## src/rtl/gpu_fill_sched.sv

```systemverilog
// Rectangle fill command scheduler: queues fill commands, normalizes and clips
// them to the screen, and launches the fill engine one command at a time.
module gpu_fill_sched #(
    parameter int WIDTH_BITS  = 10,
    parameter int HEIGHT_BITS = 9,
    parameter int SCREEN_W    = 640,
    parameter int SCREEN_H    = 480,
    parameter int COLOR_BITS  = 24,
    parameter int DEPTH       = 4,
    parameter int TIMEOUT     = 1048576
) (
    input  logic                   clk,
    input  logic                   rst,
    input  logic                   cmd_valid_i,
    output logic                   cmd_ready_o,
    input  logic [WIDTH_BITS-1:0]  cmd_x1_i,
    input  logic [WIDTH_BITS-1:0]  cmd_x2_i,
    input  logic [HEIGHT_BITS-1:0] cmd_y1_i,
    input  logic [HEIGHT_BITS-1:0] cmd_y2_i,
    input  logic [COLOR_BITS-1:0]  cmd_color_i,
    output logic                   fr_start_o,
    output logic [WIDTH_BITS-1:0]  fr_x1_o,
    output logic [WIDTH_BITS-1:0]  fr_x2_o,
    output logic [HEIGHT_BITS-1:0] fr_y1_o,
    output logic [HEIGHT_BITS-1:0] fr_y2_o,
    input  logic                   fr_done_i,
    output logic [COLOR_BITS-1:0]  color_o,
    output logic                   cmd_done_o,
    output logic [7:0]             skip_cnt_o,
    output logic                   err_o,
    output logic                   idle_o
);

    localparam int PW  = (DEPTH > 1) ? $clog2(DEPTH) : 1;
    localparam int CW  = PW + 1;
    localparam int EW  = 2 * WIDTH_BITS + 2 * HEIGHT_BITS + COLOR_BITS;
    localparam int WDW = $clog2(TIMEOUT + 1);

    localparam logic [WIDTH_BITS:0]      LP_SCREEN_W = (WIDTH_BITS + 1)'(SCREEN_W);
    localparam logic [HEIGHT_BITS:0]     LP_SCREEN_H = (HEIGHT_BITS + 1)'(SCREEN_H);
    localparam logic [WIDTH_BITS-1:0]    LP_X_LAST   = WIDTH_BITS'(SCREEN_W - 1);
    localparam logic [HEIGHT_BITS-1:0]   LP_Y_LAST   = HEIGHT_BITS'(SCREEN_H - 1);
    localparam logic [WDW-1:0]           LP_WD_LAST  = WDW'(TIMEOUT - 1);
    localparam logic [CW-1:0]            LP_DEPTH    = CW'(DEPTH);

    localparam int OFF_Y2 = COLOR_BITS;
    localparam int OFF_X2 = OFF_Y2 + HEIGHT_BITS;
    localparam int OFF_Y1 = OFF_X2 + WIDTH_BITS;
    localparam int OFF_X1 = OFF_Y1 + HEIGHT_BITS;

    typedef enum logic [1:0] {
        S_IDLE   = 2'd0,
        S_LAUNCH = 2'd1,
        S_WAIT   = 2'd2
    } state_t;

    state_t                 r_state;
    state_t                 w_state_next;
    logic                   w_timeout;

    logic [EW-1:0]          r_mem [DEPTH];
    logic [PW-1:0]          r_wr_ptr;
    logic [PW-1:0]          r_rd_ptr;
    logic [CW-1:0]          r_count;
    logic [CW-1:0]          w_count_next;
    logic                   w_full;
    logic                   w_empty;
    logic                   w_push;
    logic                   w_pop;

    logic [EW-1:0]          w_head;
    logic [WIDTH_BITS-1:0]  w_hx1, w_hx2, w_xmin, w_xmax, w_xmax_clip;
    logic [HEIGHT_BITS-1:0] w_hy1, w_hy2, w_ymin, w_ymax, w_ymax_clip;
    logic [COLOR_BITS-1:0]  w_hcolor;
    logic                   w_skip;

    logic [WDW-1:0]         r_wd;
    logic                   r_fr_start;
    logic [WIDTH_BITS-1:0]  r_fr_x1, r_fr_x2;
    logic [HEIGHT_BITS-1:0] r_fr_y1, r_fr_y2;
    logic [COLOR_BITS-1:0]  r_color;
    logic                   r_cmd_done;
    logic [7:0]             r_skip_cnt;
    logic                   r_err;
    logic                   r_idle;

    // Ready is held low during reset so no command slips in while the queue is flushed.
    assign w_full      = (r_count == LP_DEPTH);
    assign w_empty     = (r_count == '0);
    assign cmd_ready_o = !w_full && !rst;
    assign w_push      = cmd_valid_i && cmd_ready_o;
    assign w_pop       = (r_state == S_IDLE) && !w_empty;

    always_ff @(posedge clk) begin
        if (w_push) begin
            r_mem[r_wr_ptr] <= {cmd_x1_i, cmd_y1_i, cmd_x2_i, cmd_y2_i, cmd_color_i};
        end
    end

    // Head is read combinationally so IDLE can decide and pop in the same cycle.
    assign w_head   = r_mem[r_rd_ptr];
    assign w_hx1    = w_head[OFF_X1 +: WIDTH_BITS];
    assign w_hy1    = w_head[OFF_Y1 +: HEIGHT_BITS];
    assign w_hx2    = w_head[OFF_X2 +: WIDTH_BITS];
    assign w_hy2    = w_head[OFF_Y2 +: HEIGHT_BITS];
    assign w_hcolor = w_head[COLOR_BITS-1:0];

    assign w_xmin      = (w_hx1 < w_hx2) ? w_hx1 : w_hx2;
    assign w_xmax      = (w_hx1 < w_hx2) ? w_hx2 : w_hx1;
    assign w_ymin      = (w_hy1 < w_hy2) ? w_hy1 : w_hy2;
    assign w_ymax      = (w_hy1 < w_hy2) ? w_hy2 : w_hy1;
    assign w_xmax_clip = (w_xmax > LP_X_LAST) ? LP_X_LAST : w_xmax;
    assign w_ymax_clip = (w_ymax > LP_Y_LAST) ? LP_Y_LAST : w_ymax;
    assign w_skip      = ({1'b0, w_xmin} >= LP_SCREEN_W) || ({1'b0, w_ymin} >= LP_SCREEN_H);

    always_comb begin
        w_count_next = r_count;
        case ({w_push, w_pop})
            2'b10:   w_count_next = r_count + 1'b1;
            2'b01:   w_count_next = r_count - 1'b1;
            default: w_count_next = r_count;
        endcase
    end

    always_comb begin
        w_state_next = r_state;
        w_timeout    = 1'b0;
        case (r_state)
            S_IDLE: begin
                if (!w_empty && !w_skip) begin
                    w_state_next = S_LAUNCH;
                end
            end
            S_LAUNCH: w_state_next = S_WAIT;
            S_WAIT: begin
                if (fr_done_i) begin
                    w_state_next = S_IDLE;
                end else if (r_wd == LP_WD_LAST) begin
                    w_state_next = S_IDLE;
                    w_timeout    = 1'b1;
                end
            end
            default: w_state_next = S_IDLE;
        endcase
    end

    always_ff @(posedge clk) begin
        if (rst) begin
            r_state    <= S_IDLE;
            r_wr_ptr   <= '0;
            r_rd_ptr   <= '0;
            r_count    <= '0;
            r_wd       <= '0;
            r_fr_start <= 1'b0;
            r_fr_x1    <= '0;
            r_fr_x2    <= '0;
            r_fr_y1    <= '0;
            r_fr_y2    <= '0;
            r_color    <= '0;
            r_cmd_done <= 1'b0;
            r_skip_cnt <= '0;
            r_err      <= 1'b0;
            r_idle     <= 1'b1;
        end else begin
            r_state    <= w_state_next;
            r_count    <= w_count_next;
            r_idle     <= (w_state_next == S_IDLE) && (w_count_next == '0);
            r_fr_start <= (r_state == S_LAUNCH);
            r_cmd_done <= (r_state == S_WAIT) && fr_done_i;
            if (w_push) begin
                r_wr_ptr <= r_wr_ptr + 1'b1;
            end
            if (w_pop) begin
                r_rd_ptr <= r_rd_ptr + 1'b1;
                if (w_skip) begin
                    if (r_skip_cnt != 8'hFF) begin
                        r_skip_cnt <= r_skip_cnt + 8'd1;
                    end
                end else begin
                    r_fr_x1 <= w_xmin;
                    r_fr_x2 <= w_xmax_clip;
                    r_fr_y1 <= w_ymin;
                    r_fr_y2 <= w_ymax_clip;
                    r_color <= w_hcolor;
                end
            end
            if (r_state == S_LAUNCH) begin
                r_wd <= '0;
            end else if (r_state == S_WAIT) begin
                r_wd <= r_wd + 1'b1;
            end
            if (w_timeout) begin
                r_err <= 1'b1;
            end
        end
    end

    assign fr_start_o = r_fr_start;
    assign fr_x1_o    = r_fr_x1;
    assign fr_x2_o    = r_fr_x2;
    assign fr_y1_o    = r_fr_y1;
    assign fr_y2_o    = r_fr_y2;
    assign color_o    = r_color;
    assign cmd_done_o = r_cmd_done;
    assign skip_cnt_o = r_skip_cnt;
    assign err_o      = r_err;
    assign idle_o     = r_idle;

endmodule

```

## config.mk

```make
export PLATFORM = sky130hd
export DESIGN_NAME = gpu_fill_sched
export DESIGN_NICKNAME = d
export VERILOG_FILES = /design/src/rtl/gpu_fill_sched.sv
export SDC_FILE = /design/constraint.sdc
export NUM_CORES = 1
export LEC_CHECK = 0
export CAP_MARGIN = 20
export CORE_UTILIZATION = 61
export DETAILED_ROUTE_END_ITERATION = 10
export PLACE_DENSITY = 0.84
export SYNTH_ARGS = -nofsm -noshare
export SYNTH_HDL_FRONTEND = slang
export SYNTH_SLANG_ARGS = --single-unit
```

## constraint.sdc

```tcl
create_clock -name clk -period 9.55 [get_ports clk]
set_input_delay 1.91 -clock clk [delete_from_list [all_inputs] [get_ports clk]]
set_output_delay 1.91 -clock clk [all_outputs]
set_load 0.05 [all_outputs]
```

# After elaboration in Yosys (flattened, before gate mapping)
# Memory sizes are Yosys's and may differ from the RTL's. A register that Yosys moved wholly into a read port is not among the register bits.
# Cells that the tools add are included.
dict set report totals {
  register_bits 104
  ramBits 248
  in_bits 66
  memories 1
}
dict set report op_classes {
  addsub 6
  magnitude_cmp 6
  eq_ne 7
  n_mux 18
  bitwise_logic 1
  reduce_logical 18
}
# memory words width rd rd_ports_with_merged_regs wr line
set mem_list {}
lappend mem_list {r_mem 4 62 1 1 1 61} ;# logic [EW-1:0] r_mem [DEPTH];
# operator count
set ops {}
lappend ops {{$mux W10} 3}
lappend ops {{$mux W9} 3}
lappend ops {{$add A21 B1 Y21 const B} 1}
lappend ops {{$eq A21 B20 Y1 const B} 1}
lappend ops {{$ge A10 B10 Y1 const B} 1}
lappend ops {{$gt A10 B10 Y1 const B} 1}
lappend ops {{$lt A10 B10 Y1} 1}
lappend ops {{$mux W2} 5}
lappend ops {{$ge A9 B9 Y1 const B} 1}
lappend ops {{$gt A9 B9 Y1 const B} 1}
lappend ops {{$lt A9 B9 Y1} 1}
lappend ops {{$add A8 B1 Y8 const B} 1}
lappend ops {{$ne A8 B8 Y1 const B} 1}
lappend ops {{$logic_and A1 B1 Y1} 6}
lappend ops {{$logic_not A3 Y1} 2}
lappend ops {{$pmux W2 S3} 1}
lappend ops {{$pmux W3 S2} 1}
lappend ops {{$mux W1} 5}
lappend ops {{$add A2 B1 Y2 const B} 2}
lappend ops {{$eq A2 B1 Y1 const B} 2}
lappend ops {{$eq A2 B2 Y1 const B} 2}
lappend ops {{$logic_not A1 Y1} 4}
lappend ops {{$logic_not A2 Y1} 2}
lappend ops {{$add A3 B1 Y3 const B} 1}
lappend ops {{other kinds (7)} 7}

# Depth between registers and ports, before layout
dict set report depth {
  depth_word 10
  ltp_mapped 19
}

# Worst setup path before layout
# No wires, ideal clock.
dict set report synth_path {
  path_kind {in2reg}
  startpoint {input port rst}
  endpoint {memory r_mem[1][0] (netlist bit) (enable)}
  setup_ns 0.427
  arrival_time_ns 4.501
  setup_slack_ns 4.622
  stages 2
  n_path_buf 0
  path_cell_list {a31oi_1 > and3_1}
}
dict set report synth_via {
  elab_chain_cells 5
}
# element line
set synth_lines {}
lappend synth_lines {{start: declaration} 13} ;# input logic rst,
lappend synth_lines {{$logic_not A1 Y1} 90} ;# assign cmd_ready_o = !w_full && !rst;
lappend synth_lines {{$logic_and A1 B1 Y1} 90}
lappend synth_lines {{$logic_and A1 B1 Y1} 91} ;# assign w_push = cmd_valid_i && cmd_ready_o;
lappend synth_lines {{$mux W1} 95} ;# if (w_push) begin
lappend synth_lines {{$mux W1 (implied by the code)} 96} ;# r_mem[r_wr_ptr] <= {cmd_x1_i, cmd_y1_i, cmd_x2_i, cmd_y2_i, cmd_color_i};
lappend synth_lines {{end: declaration} 61}
# Every way passes these cells.

==> flow_summary.json <==
{
  "max_stage_delay_ns": 0.92,
  "p_per_area_nw_per_um2": 312,
  "drive_above_1_share_pct": 14.2,
  "fin_area_um2": 17100,
  "path_clk_slew_ns": 0.06,
  "crit_path_frequent_cell": "buf_4",
  "clk_path_buf_depth": 3,
  "stdcell_count": 1448,
  "yosysWarningCount": 0,
  "synth_edf_count": 248,
  "crit_path_start_kind": "flip-flop",
  "row_count": 55,
  "critPathRequiredTime_ns": 9.96,
  "dieArea_um2": 24100,
  "crit_chain": "buf_4 -> mux4_2 -> ha_1 -> nand4_1 -> nor3_1 -> a21oi_4 -> and2_4 -> a2111oi_4 -> buf_4 -> a21oi_1 -> a211oi_1",
  "drv_cap": 0,
  "io_buffers": 140,
  "cts_tree": "done",
  "synthCells": 977,
  "hpwl_um": 18500,
  "cts.sinks": 354,
  "drcViolationCount": 0,
  "grt_pass1_vias": 8985,
  "grt.overflow.total": 0,
  "nets": 1198,
  "cts_made_buffers": 36,
  "coreArea_um2": 22800,
  "async_reset_ff_share_pct": 0,
  "wl_um": 31600,
  "place_congestion": 0.859,
  "max_slew_margin_pct": 32.6,
  "dp.cells": 1382,
  "detail-route-antenna-nets": 0,
  "vdd_drop_max_mv": 0.229,
  "die_x_um": 155,
  "postCtsResizedCells": 0,
  "crit_type": "reg2reg",
  "ys_ff_latch": 354,
  "cp_top_family": "compound AO/OA/AOI/OAI gates",
  "rsz0062_at_grt": "no",
  "yosysUniqueCellTypes": 53,
  "period_share_pct": 56.8,
  "finalSetupTns_ns": 0,
  "clock.fmax_mhz": 184,
  "gr-usage-all-layers_pct": 26.7,
  "vias_per_cell": 6.24,
  "post_cts_buffers": 0,
  "hold_viol": 0,
  "ys_seq_area_share_pct": 66.8,
  "cp-end-kind": "flip-flop",
  "fin_crit_ns": 5.42,
  "postPlaceCellArea_um2": 15900,
  "slew_viol_final": 0,
  "vias": 9042,
  "synthesis.nets": 1068,
  "root_buffer": "clkbuf_16",
  "area_delta_synth_final_pct": 19.5,
  "finClkSkew_ns": 0.00967,
  "final_cell_mix": "edfxtp_1, clkdlybuf4s50_1, dfxtp_1",
  "start_util_pct": 62.7,
  "leakagePower_nw": 5.66,
  "arrival_ns": 5.84,
  "finalSetupViolations": 0,
  "cts_hold_buf": 0,
  "avgSynthCellArea_um2": 14.7,
  "grt_start_max_net_pins": 74,
  "whs_ns": 0.472,
  "h-tree-depth": 2,
  "mostFrequentLayoutCell": "edfxtp_1",
  "max_slew.worst_pin.slew_ns": 1.01,
  "critPathMaxFanout": 50,
  "drt_iter0_drc": 911,
  "wire_per_inst_um": 21.8,
  "critPathSlowestCell": "a2111oi_4",
  "diodes": 0,
  "outcome": "finished, final reports clean",
  "synthFlopType": "edfxtp_1",
  "num_io_pins": 141,
  "antenna_found_initial": 1,
  "die_h_um": 155,
  "cp.buffers_inverters": 2,
  "first_pass_iters": 5,
  "netlist_area_um2": 14300,
  "worstSkewPairLatency_ns": 0.52,
  "hp-class": "reg2reg",
  "grt_first_pass_wirelength_um": 49100
}
[flip-flops by register name, summed over array words and instances, names as in the netlist, 8 cells and up, named ones only]
| signal | count |
|---|---|
| r_mem | 248 |
| color_o | 24 |
| r_wd | 21 |
| fr_x1_o | 10 |
| fr_x2_o | 10 |
| fr_y1_o | 9 |
| fr_y2_o | 9 |
| skip_cnt_o | 8 |
[cell usage after synthesis, types with 4 or more instances]
master | n | share of area (%)
edfxtp_1 | 248 | 52
dfxtp_1 | 106 | 15
a21oi_1 | 83 | 2.9
mux4_2 | 61 | 9.6
nor2_1 | 56 | 1.5
nand3_1 | 49 | 1.7
o21ai_0 | 41 | 1.4
nand2_1 | 38 | 1.0
clkbuf_1 | 37 | 0.97
inv_1 | 26 | 0.68
ha_1 | 24 | 2.1
a211oi_1 | 17 | 0.89
nand2b_1 | 16 | 0.70
xor2_1 | 15 | 0.92
a311oi_1 | 14 | 0.86
or4_1 | 14 | 0.73
buf_2 | 13 | 0.45
nand4_1 | 12 | 0.52
and3_1 | 11 | 0.48
and2_1 | 9 | 0.39
mux2_2 | 8 | 0.63
or3_1 | 6 | 0.26
xnor2_1 | 6 | 0.37
a31o_2 | 5 | 0.31
nor4_1 | 5 | 0.22
o31ai_1 | 5 | 0.26
a31oi_1 | 4 | 0.17
buf_6 | 4 | 0.31
o21ai_1 | 4 | 0.14
o21ba_2 | 4 | 0.28
[worst register-to-register path: stages (launching register included)]
cell       delay [ns]
dfxtp_4          0.88
buf_4            0.59
mux4_2           0.64
ha_1             0.33
nand4_1          0.13
nor3_1           0.34
a21oi_4          0.15
and2_4           0.28
a2111oi_4        0.92
buf_4            0.60
a21oi_1          0.18
a211oi_1         0.28
[area by class of cell]
type	instances	area [µm²]
flip-flops and latches	354	9570
inverters	28	105
clock buffers	49	1000
well taps	313	392
fillers	1418	5730
multi-input cells	535	4360
repair buffers	152	1490
clock inverters	17	200
[kinds of logic (layout without fill, tap and decap cells)]
family	after synthesis	count (layout)	share of synthesized area [%]
compound gates	188	188	8.18
xor+xnor	21	21	1.28
fa+ha+maj	25	25	2.24
buf+inv	88	246	2.79
flops	354	354	66.8
mux	70	70	10.4
simple gates	231	231	8.31
[power breakdown]
group | internal (mW) | switching, mW | total (mW)
registers | 1.82 | 0.134 | 1.95
clock network | 0.848 | 0.566 | 1.41
logic | 0.692 | 1.28 | 1.97
total | 3.36 | 1.98 | 5.34
[metal layers]
| layer | part of all wire (%) | up-vias | GRT usage, % |
|---|---|---|---|
| met4 | 2.8 | 2 | 11.0 |
| met3 | 8.0 | 67 | 4.90 |
| li1 | - | 4040 | - |
| met5 | 0.041 | - | 0 |
| met2 | 49 | 420 | 43.4 |
| met1 | 40 | 4513 | 36.0 |
[final timing paths]
kind,start,end,slack (ns),cells past startpoint
min reg2reg,fr_y2_o[4]$_SDFFE_PP0P_,fr_y2_o[4]$_SDFFE_PP0P_,0.47,2
max reg2reg,flip-flop,fr_y1_o[6]$_SDFFE_PP0P_,4.13,11
min,fr_y2_o[4]$_SDFFE_PP0P_,fr_y2_o[4]$_SDFFE_PP0P_,0.47,2
max,flip-flop,fr_y1_o[6]$_SDFFE_PP0P_,4.13,11
[through the flow]
stage	power [mW]	setup slack (ns)	utilization [%]
5_1_grt	5.56	3.77	74.9
3_3_place_gp	3.87	4.18	69.7
6_report	5.34	4.13	74.9
4_1_cts	5.34	4.09	74.9
3_5_place_dp	3.91	4.12	69.7
2_1_floorplan	3.39	4.62	-
(Power assumes the default switching activity.)
